===== src/rtl/multicycle_control_fsm_pkg.sv =====
// Shared encodings for the multi-cycle RV32I controller; the datapath muxes use
// the same alu_op/pc_src/mem_to_reg/alu_src values as the single-cycle decoder.
package rv32i_ctrl_pkg;

  localparam logic [6:0] OPC_R      = 7'd51;
  localparam logic [6:0] OPC_I      = 7'd19;
  localparam logic [6:0] OPC_LOAD   = 7'd3;
  localparam logic [6:0] OPC_STORE  = 7'd35;
  localparam logic [6:0] OPC_BRANCH = 7'd99;
  localparam logic [6:0] OPC_JAL    = 7'd111;
  localparam logic [6:0] OPC_JALR   = 7'd103;
  localparam logic [6:0] OPC_LUI    = 7'd55;
  localparam logic [6:0] OPC_AUIPC  = 7'd23;

  // state | meaning: BOOT post-reset idle, FETCH IR read, DECODE opcode check,
  // EXEC ALU/branch, MEM data access, WB register write, TRAP halted until reset
  localparam logic [2:0] ST_BOOT   = 3'd0;
  localparam logic [2:0] ST_FETCH  = 3'd1;
  localparam logic [2:0] ST_DECODE = 3'd2;
  localparam logic [2:0] ST_EXEC   = 3'd3;
  localparam logic [2:0] ST_MEM    = 3'd4;
  localparam logic [2:0] ST_WB     = 3'd5;
  localparam logic [2:0] ST_TRAP   = 3'd6;

  localparam logic [1:0] ALU_SRC_RS2  = 2'b00;
  localparam logic [1:0] ALU_SRC_IIMM = 2'b01;
  localparam logic [1:0] ALU_SRC_SIMM = 2'b10;

  localparam logic [1:0] ALU_OP_ADD    = 2'b00;
  localparam logic [1:0] ALU_OP_BRANCH = 2'b01;
  localparam logic [1:0] ALU_OP_ITYPE  = 2'b10;
  localparam logic [1:0] ALU_OP_RTYPE  = 2'b11;

  localparam logic [1:0] PC_SRC_PLUS4  = 2'b00;
  localparam logic [1:0] PC_SRC_BRANCH = 2'b01;
  localparam logic [1:0] PC_SRC_JAL    = 2'b10;
  localparam logic [1:0] PC_SRC_JALR   = 2'b11;

  localparam logic [2:0] M2R_ALU    = 3'b000;
  localparam logic [2:0] M2R_MEM    = 3'b001;
  localparam logic [2:0] M2R_PC4    = 3'b010;
  localparam logic [2:0] M2R_UIMM   = 3'b011;
  localparam logic [2:0] M2R_PCUIMM = 3'b100;

  typedef struct packed {
    logic [1:0] alu_src;
    logic [1:0] alu_op;
  } alu_ctrl_t;

  function automatic logic is_legal_opcode(input logic [6:0] op);
    case (op)
      OPC_R, OPC_I, OPC_LOAD, OPC_STORE, OPC_BRANCH,
      OPC_JAL, OPC_JALR, OPC_LUI, OPC_AUIPC: return 1'b1;
      default:                               return 1'b0;
    endcase
  endfunction

  function automatic alu_ctrl_t alu_ctrl(input logic [6:0] op);
    alu_ctrl_t c;
    c = '{alu_src: ALU_SRC_RS2, alu_op: ALU_OP_ADD};
    case (op)
      OPC_R:      c = '{alu_src: ALU_SRC_RS2,  alu_op: ALU_OP_RTYPE};
      OPC_I:      c = '{alu_src: ALU_SRC_IIMM, alu_op: ALU_OP_ITYPE};
      OPC_LOAD:   c = '{alu_src: ALU_SRC_IIMM, alu_op: ALU_OP_ADD};
      OPC_STORE:  c = '{alu_src: ALU_SRC_SIMM, alu_op: ALU_OP_ADD};
      OPC_BRANCH: c = '{alu_src: ALU_SRC_RS2,  alu_op: ALU_OP_BRANCH};
      OPC_JALR:   c = '{alu_src: ALU_SRC_IIMM, alu_op: ALU_OP_ADD};
      default:    c = '{alu_src: ALU_SRC_RS2,  alu_op: ALU_OP_ADD};
    endcase
    return c;
  endfunction

endpackage


===== src/rtl/multicycle_control_fsm_mem_wait_timer.sv =====
// Memory wait counter: expired marks the last permitted wait cycle in FETCH/MEM.
module mem_wait_timer #(
  parameter int TIMEOUT_CYCLES = 255,
  parameter int CNT_W          = 8
) (
  input  logic clk,
  input  logic rst_n,
  input  logic clr_i,
  input  logic en_i,
  output logic expired_o
);

  logic [CNT_W-1:0] cnt_q, cnt_d;

  always_comb begin
    cnt_d = cnt_q;
    if (clr_i)     cnt_d = '0;
    else if (en_i) cnt_d = cnt_q + 1'b1;
  end

  always_ff @(posedge clk or negedge rst_n) begin
    if (!rst_n) cnt_q <= '0;
    else        cnt_q <= cnt_d;
  end

  assign expired_o = (cnt_q == CNT_W'(TIMEOUT_CYCLES - 1));

endmodule


===== src/rtl/multicycle_control_fsm.sv =====
// Multi-cycle RV32I sequencer: steps one instruction through FETCH..WB and drives
// the shared memory handshake plus datapath write enables.
module multicycle_control_fsm
  import rv32i_ctrl_pkg::*;
#(
  parameter int TIMEOUT_CYCLES = 255,
  parameter int CNT_W          = 8
) (
  input  logic       clk,
  input  logic       rst_n,
  input  logic [6:0] opcode,
  input  logic       mem_ready,
  input  logic       branch_taken,
  output logic       mem_req,
  output logic       mem_we,
  output logic       mem_addr_sel,
  output logic       ir_write,
  output logic       alu_out_write,
  output logic       pc_write,
  output logic       reg_write,
  output logic [1:0] alu_src,
  output logic [1:0] alu_op,
  output logic [1:0] pc_src,
  output logic [2:0] mem_to_reg,
  output logic       illegal_instr,
  output logic       bus_error,
  output logic [2:0] state_dbg
);

  logic [2:0] state_q, state_d;
  logic       illegal_q, illegal_d;
  logic       bus_err_q, bus_err_d;
  logic       wait_expired;
  logic       is_store, is_mem_op;
  alu_ctrl_t  alu_c;

  assign alu_c     = alu_ctrl(opcode);
  assign is_store  = (opcode == OPC_STORE);
  assign is_mem_op = (opcode == OPC_LOAD) || is_store;

  // Any state change restarts the count, so each FETCH/MEM visit starts from zero.
  mem_wait_timer #(
    .TIMEOUT_CYCLES(TIMEOUT_CYCLES),
    .CNT_W         (CNT_W)
  ) u_wait_timer (
    .clk      (clk),
    .rst_n    (rst_n),
    .clr_i    (state_d != state_q),
    .en_i     (((state_q == ST_FETCH) || (state_q == ST_MEM)) && !mem_ready),
    .expired_o(wait_expired)
  );

  always_comb begin
    state_d       = state_q;
    illegal_d     = illegal_q;
    bus_err_d     = bus_err_q;
    mem_req       = 1'b0;
    mem_we        = 1'b0;
    mem_addr_sel  = 1'b0;
    ir_write      = 1'b0;
    alu_out_write = 1'b0;
    pc_write      = 1'b0;
    reg_write     = 1'b0;
    alu_src       = ALU_SRC_RS2;
    alu_op        = ALU_OP_ADD;
    pc_src        = PC_SRC_PLUS4;
    mem_to_reg    = M2R_ALU;
    case (state_q)
      ST_BOOT: state_d = ST_FETCH;
      ST_FETCH: begin
        mem_req = 1'b1;
        if (mem_ready) begin
          ir_write = 1'b1;
          state_d  = ST_DECODE;
        end else if (wait_expired) begin
          bus_err_d = 1'b1;
          state_d   = ST_TRAP;
        end
      end
      ST_DECODE: begin
        if (is_legal_opcode(opcode)) begin
          state_d = ST_EXEC;
        end else begin
          illegal_d = 1'b1;
          state_d   = ST_TRAP;
        end
      end
      ST_EXEC: begin
        alu_out_write = 1'b1;
        alu_src       = alu_c.alu_src;
        alu_op        = alu_c.alu_op;
        if (is_mem_op) begin
          state_d = ST_MEM;
        end else if (opcode == OPC_BRANCH) begin
          pc_write = 1'b1;
          pc_src   = branch_taken ? PC_SRC_BRANCH : PC_SRC_PLUS4;
          state_d  = ST_FETCH;
        end else begin
          state_d = ST_WB;
        end
      end
      ST_MEM: begin
        mem_req      = 1'b1;
        mem_addr_sel = 1'b1;
        mem_we       = is_store;
        if (mem_ready) begin
          pc_write = is_store;
          state_d  = is_store ? ST_FETCH : ST_WB;
        end else if (wait_expired) begin
          bus_err_d = 1'b1;
          state_d   = ST_TRAP;
        end
      end
      ST_WB: begin
        reg_write = 1'b1;
        pc_write  = 1'b1;
        state_d   = ST_FETCH;
        case (opcode)
          OPC_LOAD:  mem_to_reg = M2R_MEM;
          OPC_JAL:   begin mem_to_reg = M2R_PC4; pc_src = PC_SRC_JAL;  end
          OPC_JALR:  begin mem_to_reg = M2R_PC4; pc_src = PC_SRC_JALR; end
          OPC_LUI:   mem_to_reg = M2R_UIMM;
          OPC_AUIPC: mem_to_reg = M2R_PCUIMM;
          default:   mem_to_reg = M2R_ALU;
        endcase
      end
      ST_TRAP: state_d = ST_TRAP;
      default: state_d = ST_BOOT;
    endcase
  end

  always_ff @(posedge clk or negedge rst_n) begin
    if (!rst_n) begin
      state_q   <= ST_BOOT;
      illegal_q <= 1'b0;
      bus_err_q <= 1'b0;
    end else begin
      state_q   <= state_d;
      illegal_q <= illegal_d;
      bus_err_q <= bus_err_d;
    end
  end

  assign illegal_instr = illegal_q;
  assign bus_error     = bus_err_q;
  assign state_dbg     = state_q;

endmodule


===== config.mk =====
export PLATFORM = sky130hd
export DESIGN_NAME = multicycle_control_fsm
export DESIGN_NICKNAME = d
export VERILOG_FILES = /design/src/rtl/multicycle_control_fsm_pkg.sv /design/src/rtl/multicycle_control_fsm_mem_wait_timer.sv /design/src/rtl/multicycle_control_fsm.sv
export SDC_FILE = /design/constraint.sdc
export NUM_CORES = 1
export LEC_CHECK = 0
export ABC_AREA = 0
export BUFFER_PORTS_ARGS = -buffer_cell sky130_fd_sc_hd__buf_2
export CORE_MARGIN = 2
export CORE_UTILIZATION = 45
export CTS_BUF_LIST = sky130_fd_sc_hd__clkbuf_16
export CTS_CLUSTER_SIZE = 24
export DETAILED_ROUTE_END_ITERATION = 10
export PLACE_DENSITY = 0.81
export SLEW_MARGIN = 5
export SYNTH_ARGS = -nofsm -noshare
export SYNTH_HDL_FRONTEND = slang
export SYNTH_HIERARCHICAL = 1
export SYNTH_SLANG_ARGS = --single-unit

===== constraint.sdc =====
create_clock -name clk -period 2.4 [get_ports clk]
set_input_delay 0.36 -clock clk [delete_from_list [all_inputs] [get_ports clk]]
set_output_delay 0.36 -clock clk [all_outputs]
set_load 0.02 [all_outputs]

Yosys cells after proc, flatten, opt, wreduce, memory -nomap -nowiden:

Cells that the tools add are included.
W data, S select, Z words.

* add/subtract/negate cells: 1
* equality and inequality tests: 17
* muxes and demuxes: 33
* bitwise operators: 2
* reductions and logical operators: 13

Operators by type and width (count)
* $mux W3: 8
* $eq A7 B6 Y1 const B: 3
* $eq A7 B7 Y1 const B: 3
* $pmux W4 S5: 1
* $pmux W3 S6: 1
* $mux W8: 2
* $mux W1: 15
* $eq A7 B5 Y1 const B: 2
* $pmux W3 S4: 1
* $eq A3 B3 Y1 const B: 3
* $reduce_or A9 Y1: 1
* $add A8 B1 Y8 const B: 1
* $eq A8 B8 Y1 const B: 1
* $pmux W2 S2: 2
* $reduce_or A2 Y1: 4
* $eq A7 B2 Y1 const B: 1
* $eq A3 B2 Y1 const B: 2
* $mux W2: 2
* $eq A3 B1 Y1 const B: 1
* $logic_not A3 Y1: 1
* $ne A3 B3 Y1: 1
* $pmux W1 S3: 1
* $reduce_and A3 Y1: 1
* $logic_or A1 B1 Y1: 2
* other kinds (5): 6

* bits in registers: 13
* input port bits: 11
* output and inout bits: 21

Depth between registers and ports, before layout:

Gate-level depths: netlist of the first run.

* depth in word-level cells: 8
* mapped depth: 10

By module:

The synthesis of the first run kept the hierarchy.

Modules (own cells, without submodules)
* multicycle_control_fsm: times used 1, cells each 81, area an instance 580.6 um^2, seq. area each 125.1 um^2
* mem_wait_timer: times used 1, cells each 41, area an instance 410.4 um^2, seq. area each 200.2 um^2

Worst setup path before layout of the first run:

OpenSTA, ideal clock, no wires.

* path kind: reg2reg
* start point: register state_q[0], in the netlist state_dbg[0]
* end point: register u_wait_timer.cnt_q[5]
* library setup time: 78 ps
* arrival time: 2175 ps
* slack: 147 ps
* stages on the path, launching flop included: 9
* path buffers: 2
* period minus slack after synthesis: 2253 ps
* cell sequence: dfrtp_1 > buf_2 > nand2b_1 > a21oi_1 > nor2b_1 > buf_4 > nand4_4 > or3_1 > a21oi_1

* longest elaborated chain between the ends: 5
* elaborated cells between the ends (all ways): 17

RTL lines
* start, declared: RTL line multicycle_control_fsm.sv:30 `logic [2:0] state_q, state_d;`
* start signal, assigned: RTL line multicycle_control_fsm.sv:138 `state_q <= state_d;`
* $eq A3 B3 Y1, or another cell as far along: RTL line multicycle_control_fsm.sv:68 `case (state_q)`
* $reduce_or A2 Y1 (no source line), or another cell as far along
* $pmux W3 S6: RTL line multicycle_control_fsm.sv:68
* $ne A3 B3 Y1: RTL line multicycle_control_fsm.sv:48 `.clr_i (state_d != state_q),`
* $mux W8 / $reduce_bool A2 Y1 (equally long branches)
* end signal, assigned: RTL line multicycle_control_fsm_mem_wait_timer.sv:23 `else cnt_q <= cnt_d;`
* end, declared: RTL line multicycle_control_fsm_mem_wait_timer.sv:13 `logic [CNT_W-1:0] cnt_q, cnt_d;`

Parallel ways exist; a longest one is shown, timed or not.
A chain may end at the register's enable or synchronous reset.

Final worst setup path of the first run:

* start point: register state_q[1], in the netlist state_dbg[1]
* end point: output pc_src[0]

* longest elaborated chain between the ends: 2
* elaborated cells between the ends (all ways): 3

RTL lines
* $eq A3 B3 Y1 / $eq A3 B2 Y1 (equally long branches): RTL line multicycle_control_fsm.sv:68
* $pmux W2 S2 *: RTL line multicycle_control_fsm.sv:68
* end, declared: RTL line multicycle_control_fsm.sv:23 `output logic [1:0] pc_src,`

Every way passes the cells marked *; elsewhere a longest branch is shown, timed or not.

==> flow_results.org, run 1 <==
** Detailed routing
- Total DRC errors in the routed layout :: 0
- Number of vias per cell :: 5.796
- Starting DRC count in detailed routing :: 63
- Antenna violation net count after detailed routing :: 0
- Detailed routing inserted a total of 1,049 vias.
- For this block, the routed nets add up to 2.516 mm of wire.
- After detailed routing, the average wire length per cell comes to 13.90 um.
- Router iterations before antenna repair :: 4

** Worst setup path
- In this run the worst path has a maximum fanout of 15.
- Setup slack of the most critical reg-to-reg path :: 0.37 ns
- Required time of the critical path :: 2.04 ns
- Critical register-to-register path startpoint :: state_dbg[0]
- FF-to-FF End :: u_wait_timer/cnt_q[6]
- The worst register-to-register path has a depth of 6.
- Critical path endpoint category :: output port
- The critical path starts at state_dbg[1].
- The critical path in this run is classified as reg -> out.
- For the worst setup path, the data arrival time is 1.90 ns.
- The worst setup path is launched from a flop.

** Logic synthesis
- Summed over all instances, the cell type with the most area after synthesis is sky130_fd_sc_hd__dfrtp_1.
- In this run the cell area of the synthesized design comes to 991.0 um2.
- Yosys warnings :: 6
- Counting flops and latches in the post-synthesis netlist gives 13.
- The share of the Yosys chip area taken by registers is 0.3283.
- Post-synth EDFFs :: 0
- Area share of the largest cell type after synthesis :: 0.3283
- Sorting the synthesized cells by area gives the leading types as sky130_fd_sc_hd__dfrtp_1, sky130_fd_sc_hd__nor2_1, sky130_fd_sc_hd__a21oi_1.
- Proportion of synthesized flip-flops having asynchronous set or reset :: 1.000
- Number of standard cells after synthesis :: 122
- Predominant post-synthesis flop cell :: sky130_fd_sc_hd__dfrtp_1
- The number of nets handed over by synthesis was 135.
- A synthesized cell averages 8.123 um2.
- Count of distinct cell types in the synthesized netlist :: 38

** Finish
- The finished cells cover 1252 um2.
- The number of antenna diodes in the final layout is 0.
- Once layout is complete, the utilization of the core stands at 0.6194.
- Net count reported at finish :: 168
- In the layout the commonest cells are sky130_fd_sc_hd__buf_2, sky130_fd_sc_hd__nor2_1, sky130_fd_sc_hd__dfrtp_1, sky130_fd_sc_hd__a21oi_1, sky130_fd_sc_hd__inv_1.
- Leading cell type in the layout, fill and taps excluded :: sky130_fd_sc_hd__buf_2
- Area grow syn2layout :: 26.39%
- Number of fillers in the final layout :: 161
- Of the cells placed in the final design, the portion with a size suffix greater than 1 is 0.2792.

** Floorplan
- Die extent in x :: 50.93 um
- The initial utilization of the core area, before any placement, comes to 0.4901.
- Measured along the y axis, the die boundary spans 50.93 um.
- Die ar. :: 2593 um2
- In this run the core area contains 16 standard-cell rows.
- Boundary pin count :: 32
- Core Area :: 2022 um2

** Clock network
- Count of hold-fix buffers inserted at cts :: 0
- The tree is rooted in a sky130_fd_sc_hd__clkbuf_16.
- Clock latency at the later pin of the worst-skew pair :: 0.24 ns
- Counting the buffers created by CTS gives 3.
- In this run, post-CTS repair resized a total of 0 instances.
- Clock tree from TritonCTS :: built
- CTS H-Tree Depth :: 1
- Total clock sinks :: 13
- Maximum clock insertion buffer count :: 2
- Clock edge transition at the registers on the reported setup and hold paths :: 0.04 ns
- Post-CTS timing repair inserted 0 buffers for setup.

** Power and ir drop
- Sequential share of power :: 0.295
- For this design the total switching power over the nets is 461.1 uW.
- Of the total power, the clock network draws 0.281.
- The share of total power dissipated in combinational logic is 0.423.
- Cell Pwr Density :: 893.4 nW/um2
- Worst IR Drop VDD :: 0.0005974 V
- Internal power comes to 657.9 uW.
- Of the total power, the share spent switching nets is 0.4121.
- Pleak :: 0.0005795 uW

** Placed design
- Global placer's final weighted congestion :: 0.8991
- Number of port buffers :: 31
- Estimated wirelength of the detail-placed design :: 1.855 mm
- In this run the cell area measured after placement is 1174 um2.

** STA
- Setup repair after global routing missed its margin :: false
- Setup violations remaining at the end of the flow were counted as 0.
- The count of endpoints failing hold in the final timing report is 6.
- Final max-slew violation count :: 0
- The worst path in the final design needs a cycle of 2.255 ns, including I/O delays and setup.
- Actual slew at the worst max-slew pin :: 0.4292 ns
- Fin Setup TNS :: 0 ns
- Final period util :: 0.9396
- For this run, the top clock speed supported by timing is 443.5 MHz.
- Worst hold slack :: -0.0007681 ns
- The clock arrives with 0.0005838 ns of skew.
- Headroom to the max-slew limit :: 0.7098

** Global route
- The number of global-route vias before repair is 888.
- Number of antenna violations at the first check in global routing :: 0
- Entering global routing, the biggest net connects 16 pins.
- In the global route stage, met1 resource usage came out at 0.2810.
- Global-route wire length before repair :: 4.146 mm
- Global routing finished with a remaining overflow of 0.
- Overall routing resource usage :: 0.2175
- Met2 demand-to-capacity share in global routing :: 0.3377
- Peak-usage layer in the global routing report :: met2
- Met3 Usage GRT :: 0.04094

** Status
- Run status :: finished, violations left
- Failing checks :: hold timing

** Run
- Number of max-capacitance violations reported :: 0

** Worst hold path
- The path class of the tightest hold or removal check is in -> async.
kinds of logic (layout without fill, tap and decap cells):
| kind of cell | Yosys count | after routing | share of synthesized area |
|---|---|---|---|
| DFF | 13 | 13 | 0.3283 |
| xor gates and xnor gates | 5 | 5 | 0.04419 |
| and+or+nand+nor | 62 | 62 | 0.3838 |
| adders and majority gates | 2 | 2 | 0.02525 |
| AOI/OAI and AO/OA | 27 | 27 | 0.1629 |
| buffers and inverters | 13 | 45 | 0.05556 |
registers in the layout, summed over array words and instances, names as in the netlist:
| name | cells |
|---|---|
| illegal_instr | 1 |
| bus_error | 1 |
| u_wait_timer/cnt_q | 8 |
| state_dbg | 3 |
area by class of cell:
| cell class | instances | area (um2) | area share |
|---|---|---|---|
| multi-input combinational | 96 | 610.6 | 0.4875 |
| timing repair buffer | 34 | 177.7 | 0.1419 |
| inverter | 7 | 26.28 | 0.02098 |
| tap | 27 | 33.78 | 0.02697 |
| clock inverter | 1 | 3.754 | 0.002997 |
| sequential | 13 | 325.3 | 0.2597 |
| clock buffer | 3 | 75.07 | 0.05994 |
layer usage:
layer  part of all wire  up-vias  routed length (um)
li1                   -      501                   -
met1               0.43      477                1071
met2               0.47       63                1181
met3              0.081        8                 205
met4              0.023        0                  57
met5                  0        -                   0
critical path: stages, from the launching register on:
cell and delay, ns:
sky130_fd_sc_hd__dfrtp_1 0.53, sky130_fd_sc_hd__nand3b_1 0.29, sky130_fd_sc_hd__or3_1 0.43, sky130_fd_sc_hd__a2bb2oi_1 0.15, sky130_fd_sc_hd__nor2_1 0.07, sky130_fd_sc_hd__buf_2 0.17
metrics by stage:
step | setup WS [ns] | instances | hold slack, ns | power (uW)
after floorplan | 0.1469 | 122 | 0.06441 | 642.3
final | 0.1450 | 181 | -0.0007681 | 1119
after global routing | 0.02432 | 181 | 0.02036 | 1185
after global placement | 0.4019 | 177 | 0.2577 | 788.0
after detailed placement | 0.4196 | 177 | 0.2673 | 797.0
after CTS | 0.1512 | 181 | 0.01119 | 1116
power by group through the flow:
stage / sequential (uW) / combinational [uW] / clock (uW)
after global routing: 336 / 519 / 330
after CTS: 327 / 471 / 318
final: 331 / 474 / 315
after detailed placement: 330 / 467 / 0
after floorplan: 334 / 308 / 0
after global placement: 325 / 463 / 0
worst max path at each step:
stage	end	slack, ns	cells past startpoint
after floorplan	u_wait_timer/cnt_q[5]	0.15	8
after global placement	mem_we	0.40	5
after detailed placement	u_wait_timer/cnt_q[6]	0.42	6
after CTS	pc_src[0]	0.15	5
after global routing	mem_to_reg[1]	0.02	4
final	pc_src[0]	0.14	5
cells in the mapped netlist, types with 2 or more instances:
cell / count
sky130_fd_sc_hd__nand3_1: 3
sky130_fd_sc_hd__o21ai_0: 7
sky130_fd_sc_hd__nand3b_1: 3
sky130_fd_sc_hd__nand2b_1: 2
sky130_fd_sc_hd__nor2_1: 19
sky130_fd_sc_hd__ha_1: 2
sky130_fd_sc_hd__nand4_1: 3
sky130_fd_sc_hd__inv_1: 7
sky130_fd_sc_hd__nor3_1: 6
sky130_fd_sc_hd__or3_1: 4
sky130_fd_sc_hd__buf_2: 2
sky130_fd_sc_hd__clkbuf_1: 3
sky130_fd_sc_hd__nor4b_1: 2
sky130_fd_sc_hd__nand2_1: 5
sky130_fd_sc_hd__dfrtp_1: 13
sky130_fd_sc_hd__a21oi_1: 12
sky130_fd_sc_hd__nor3b_1: 2
sky130_fd_sc_hd__or2_2: 2
sky130_fd_sc_hd__xor2_1: 4
sky130_fd_sc_hd__nor2b_1: 3
Note: power is estimated with default switching activity, not from simulation.
==> run 2, diff against run 1 <==
--- a/config.mk
+++ b/config.mk
@@ -7,12 +7,14 @@
 export LEC_CHECK = 0
 export ABC_AREA = 0
 export BUFFER_PORTS_ARGS = -buffer_cell sky130_fd_sc_hd__buf_2
+export CELL_PAD_IN_SITES_DETAIL_PLACEMENT = 1
+export CELL_PAD_IN_SITES_GLOBAL_PLACEMENT = 1
 export CORE_MARGIN = 2
-export CORE_UTILIZATION = 45
+export CORE_UTILIZATION = 36
 export CTS_BUF_LIST = sky130_fd_sc_hd__clkbuf_16
 export CTS_CLUSTER_SIZE = 24
 export DETAILED_ROUTE_END_ITERATION = 10
-export PLACE_DENSITY = 0.81
+export PLACE_DENSITY = 0.88
 export SLEW_MARGIN = 5
 export SYNTH_ARGS = -nofsm -noshare
 export SYNTH_HDL_FRONTEND = slang
==> flow_results.org, run 2 (synthesized netlist as in run 1, its figures left out) <==
** Worst setup path
- Cell seen most often among critical-path stages :: sky130_fd_sc_hd__a21oi_1
- Critical path endpoint category :: flop (was output port)
- The worst path buffer plus inverter count is 0 (was 1).
- The cell family contributing the most delay on the critical path is simple AND/OR/NAND/NOR gates (unchanged).
- Required time of the critical path :: 2.56 ns (was 2.04 ns)
- Cells along the critical path :: nand2b_1 > a21oi_1 > nor2b_1 > nand4_4 > or3_1 > a21oi_1 (was nand3b_1 > or3_1 > a2bb2oi_1 > nor2_1 > buf_2)
- Type of origin of the critical path :: flop (unchanged)
- Register-to-Register Path Depth :: 6 (unchanged)
- The data arrival time of the critical path is 2.33 ns (was 1.90 ns).
- The logic depth of the worst path, buffers included came to 6 (was 5).
- Startpoint-to-endpoint class of the critical path :: reg -> reg (was reg -> out)
- The largest stage delay on the critical path was 0.49 ns (was 0.53 ns).
- Top fanout value on the critical path :: 11 (was 15)
- Master of the slowest instance on the critical path :: sky130_fd_sc_hd__dfrtp_1 (unchanged)

** Finish
- The final-stage net count was 168 (unchanged).
- The final standard cell area without fillers came to 1257 um2 (was 1252 um2).
- The relative area change from synthesis to final layout came to 26.89% (was 26.39%).
- Leading cell type in the layout, fill and taps excluded :: sky130_fd_sc_hd__buf_2 (unchanged)
- Top library cells by usage in the layout, fill and taps aside :: sky130_fd_sc_hd__buf_2, sky130_fd_sc_hd__nor2_1, sky130_fd_sc_hd__dfrtp_1, sky130_fd_sc_hd__a21oi_1, sky130_fd_sc_hd__inv_1 (unchanged)
- The number of flip-flops in the largest register was 8 (unchanged).
- The non-filler instance count after layout is 185 (was 181).
- The fraction of layout instances using a drive strength above 1 came to 0.2792 (unchanged).
- Most flops, register :: u_wait_timer/cnt_q (unchanged)
- The number of diodes was 0 (unchanged).

** Worst hold path
- The classification of the worst-slack hold path is in -> async (unchanged).

** Global route
- Grt total ovfl :: 0 (unchanged)
- The wire length of the first global-routing pass came to 5.050 mm (was 4.146 mm).
- Number of antenna violations at the first check in global routing :: 0 (unchanged)
- Maximum number of pins on one net before global-route repair :: 14 (was 16)
- The total routing resource utilization after global routing came to 0.1980 (was 0.2175).
- The number of global-route vias before repair is 1,073 (was 888).

** Clock network
- Maximum clock insertion buffer count :: 2 (unchanged)
- CTS-repair resized insts :: 0 (unchanged)
- CTS H-Tree Depth :: 1 (unchanged)
- CTS buffer count :: 3 (unchanged)
- Clock edge transition at the registers on the reported setup and hold paths :: 0.05 ns (was 0.04 ns)
- The source-to-sink clock delay at the later pin of the worst-skew pair was 0.24 ns (about the same).
- The number of setup buffers added after CTS was 0 (unchanged).
- The clock tree root buffer cell is sky130_fd_sc_hd__clkbuf_16 (unchanged).
- Total clock sinks :: 13 (unchanged)
- Clock tree from TritonCTS :: built (unchanged)
- The hold-fix buffer count after cts is 0 (unchanged).

** STA
- Number of failing hold endpoints at the final stage :: 0 (was 6)
- The maximum clock frequency is 461.1 MHz (was 443.5 MHz).
- Final setup skew :: 0.001182 ns (was 0.0005838 ns)
- Final max-slew violation count :: 0 (unchanged)
- The post-route minimum period came to 2.169 ns (was 2.255 ns).
- Final period util :: 0.9037 (was 0.9396)
- The final number of setup-violating endpoints was 0 (unchanged).
- The slew of the pin with the lowest slew margin is 0.4310 ns (was 0.4292 ns).
- Setup repair after global routing missed its margin :: false (unchanged)
- Fin Setup TNS :: 0 ns (unchanged)
- The normalized max-slew margin is 0.7086 (was 0.7098).

** Detailed routing
- The met3 wirelength from detailed routing came to 117 um (was 205 um).
- WL met2 :: 1.601 mm (was 1.181 mm)
- The number of vias in the routed layout is 1,027 (was 1,049).
- The post-route antenna net violation count was 0 (unchanged).
- The routed length per instance is 15.87 um (was 13.90 um).
- Total wire length after detailed routing :: 2.936 mm (was 2.516 mm)
- The top layer reached by signal wires is met4 (unchanged).
- The residual DRC count is 0 (unchanged).
- The post-detailed-route via-to-cell ratio is 5.551 (was 5.796).
- Router iterations before antenna repair :: 4 (unchanged)
- The routed length on met1 was 1.195 mm (was 1.071 mm).
- The iteration-0 DRC count of the detailed router was 20 (was 63).

** Placed design
- The number of port buffers came to 31 (unchanged).
- The placed wire-length estimate came to 2.266 mm (was 1.855 mm).
- The number of placed cells counting well taps was 181 (was 177).
- Placed Instance Area :: 1179 um2 (was 1174 um2)
- Global placer's final weighted congestion :: 0.8523 (was 0.8991)

** Floorplan
- Boundary pin count :: 32 (unchanged)
- The initial core utilization was 0.3689 (was 0.4901).
- Die extent in x :: 56.47 um (was 50.93 um)
- Chip height :: 56.47 um (was 50.93 um)
- The overall die area was 3188 um2 (was 2593 um2).
- Core Area :: 2686 um2 (was 2022 um2)
- The standard-cell row count was 19 (was 16).

** Power and ir drop
- Worst IR Drop VDD :: 0.0005377 V (was 0.0005974 V)
- Cell Pwr Density :: 892.2 nW/um2 (was 893.4 nW/um2)
- The static power due to leakage is 0.0005801 uW (was 0.0005795 uW).

** Status
- Run status: completed (was finished, violations left).

** Run
- The number of max-cap violations was 0 (unchanged).
==> run 2: cell counts in the layout (fill, tap and decap cells not counted) <==
No cell type changed its count.
==> run 2: through the flow <==
step	worst slack (ns)	hold WS, ns	power, uW	utilization
after floorplan	0.1469	0.06441	642.3	-
after global placement	0.3505	0.2599	797.4	0.4388
after detailed placement	0.2266	0.2730	818.0	0.4388
after CTS	0.2050	0.01859	1139	0.4681
after global routing	0.05684	0.03329	1193	0.4681
final	0.2312	0.005888	1122	0.4681
==> run 2: where the power goes <==
part	total, uW	internal (uW)	switching (uW)
logic	482	180	303
registers	330	257	72.4
clock network	310	220	90.5
==> run 2: path summary, 6_finish.rpt <==
check	slack, ns	endpoint	startpoint
worst max-delay path	0.23	u_wait_timer/cnt_q[7]	state_dbg[0]
worst min-delay path	0.006	u_wait_timer/cnt_q[3]	rst_n
worst max register to register	0.23	u_wait_timer/cnt_q[7]	state_dbg[0]
worst min register to register	0.46	illegal_instr	illegal_instr
max in group asynchronous	2.16	u_wait_timer/cnt_q[1]	rst_n
min in group clk	0.46	illegal_instr	illegal_instr
==> run 2: final cells by class <==
type | instances | area (um2)
Tap cell | 31 | 38.79
Multi-Input combinational cell | 96 | 610.6
Clock buffer | 3 | 75.07
Timing Repair Buffer | 34 | 177.7
Sequential cell | 13 | 325.3
Fill cell | 356 | 1429
Clock inverter | 1 | 3.754
Inverter | 7 | 26.28
==> run 2: per-layer routing <==
metal / vias up / global-route usage
li1: 498 / -
met5: - / 0
met1: 501 / 0.2314
met4: 0 / 0.06122
met3: 2 / 0.02765
met2: 26 / 0.3671
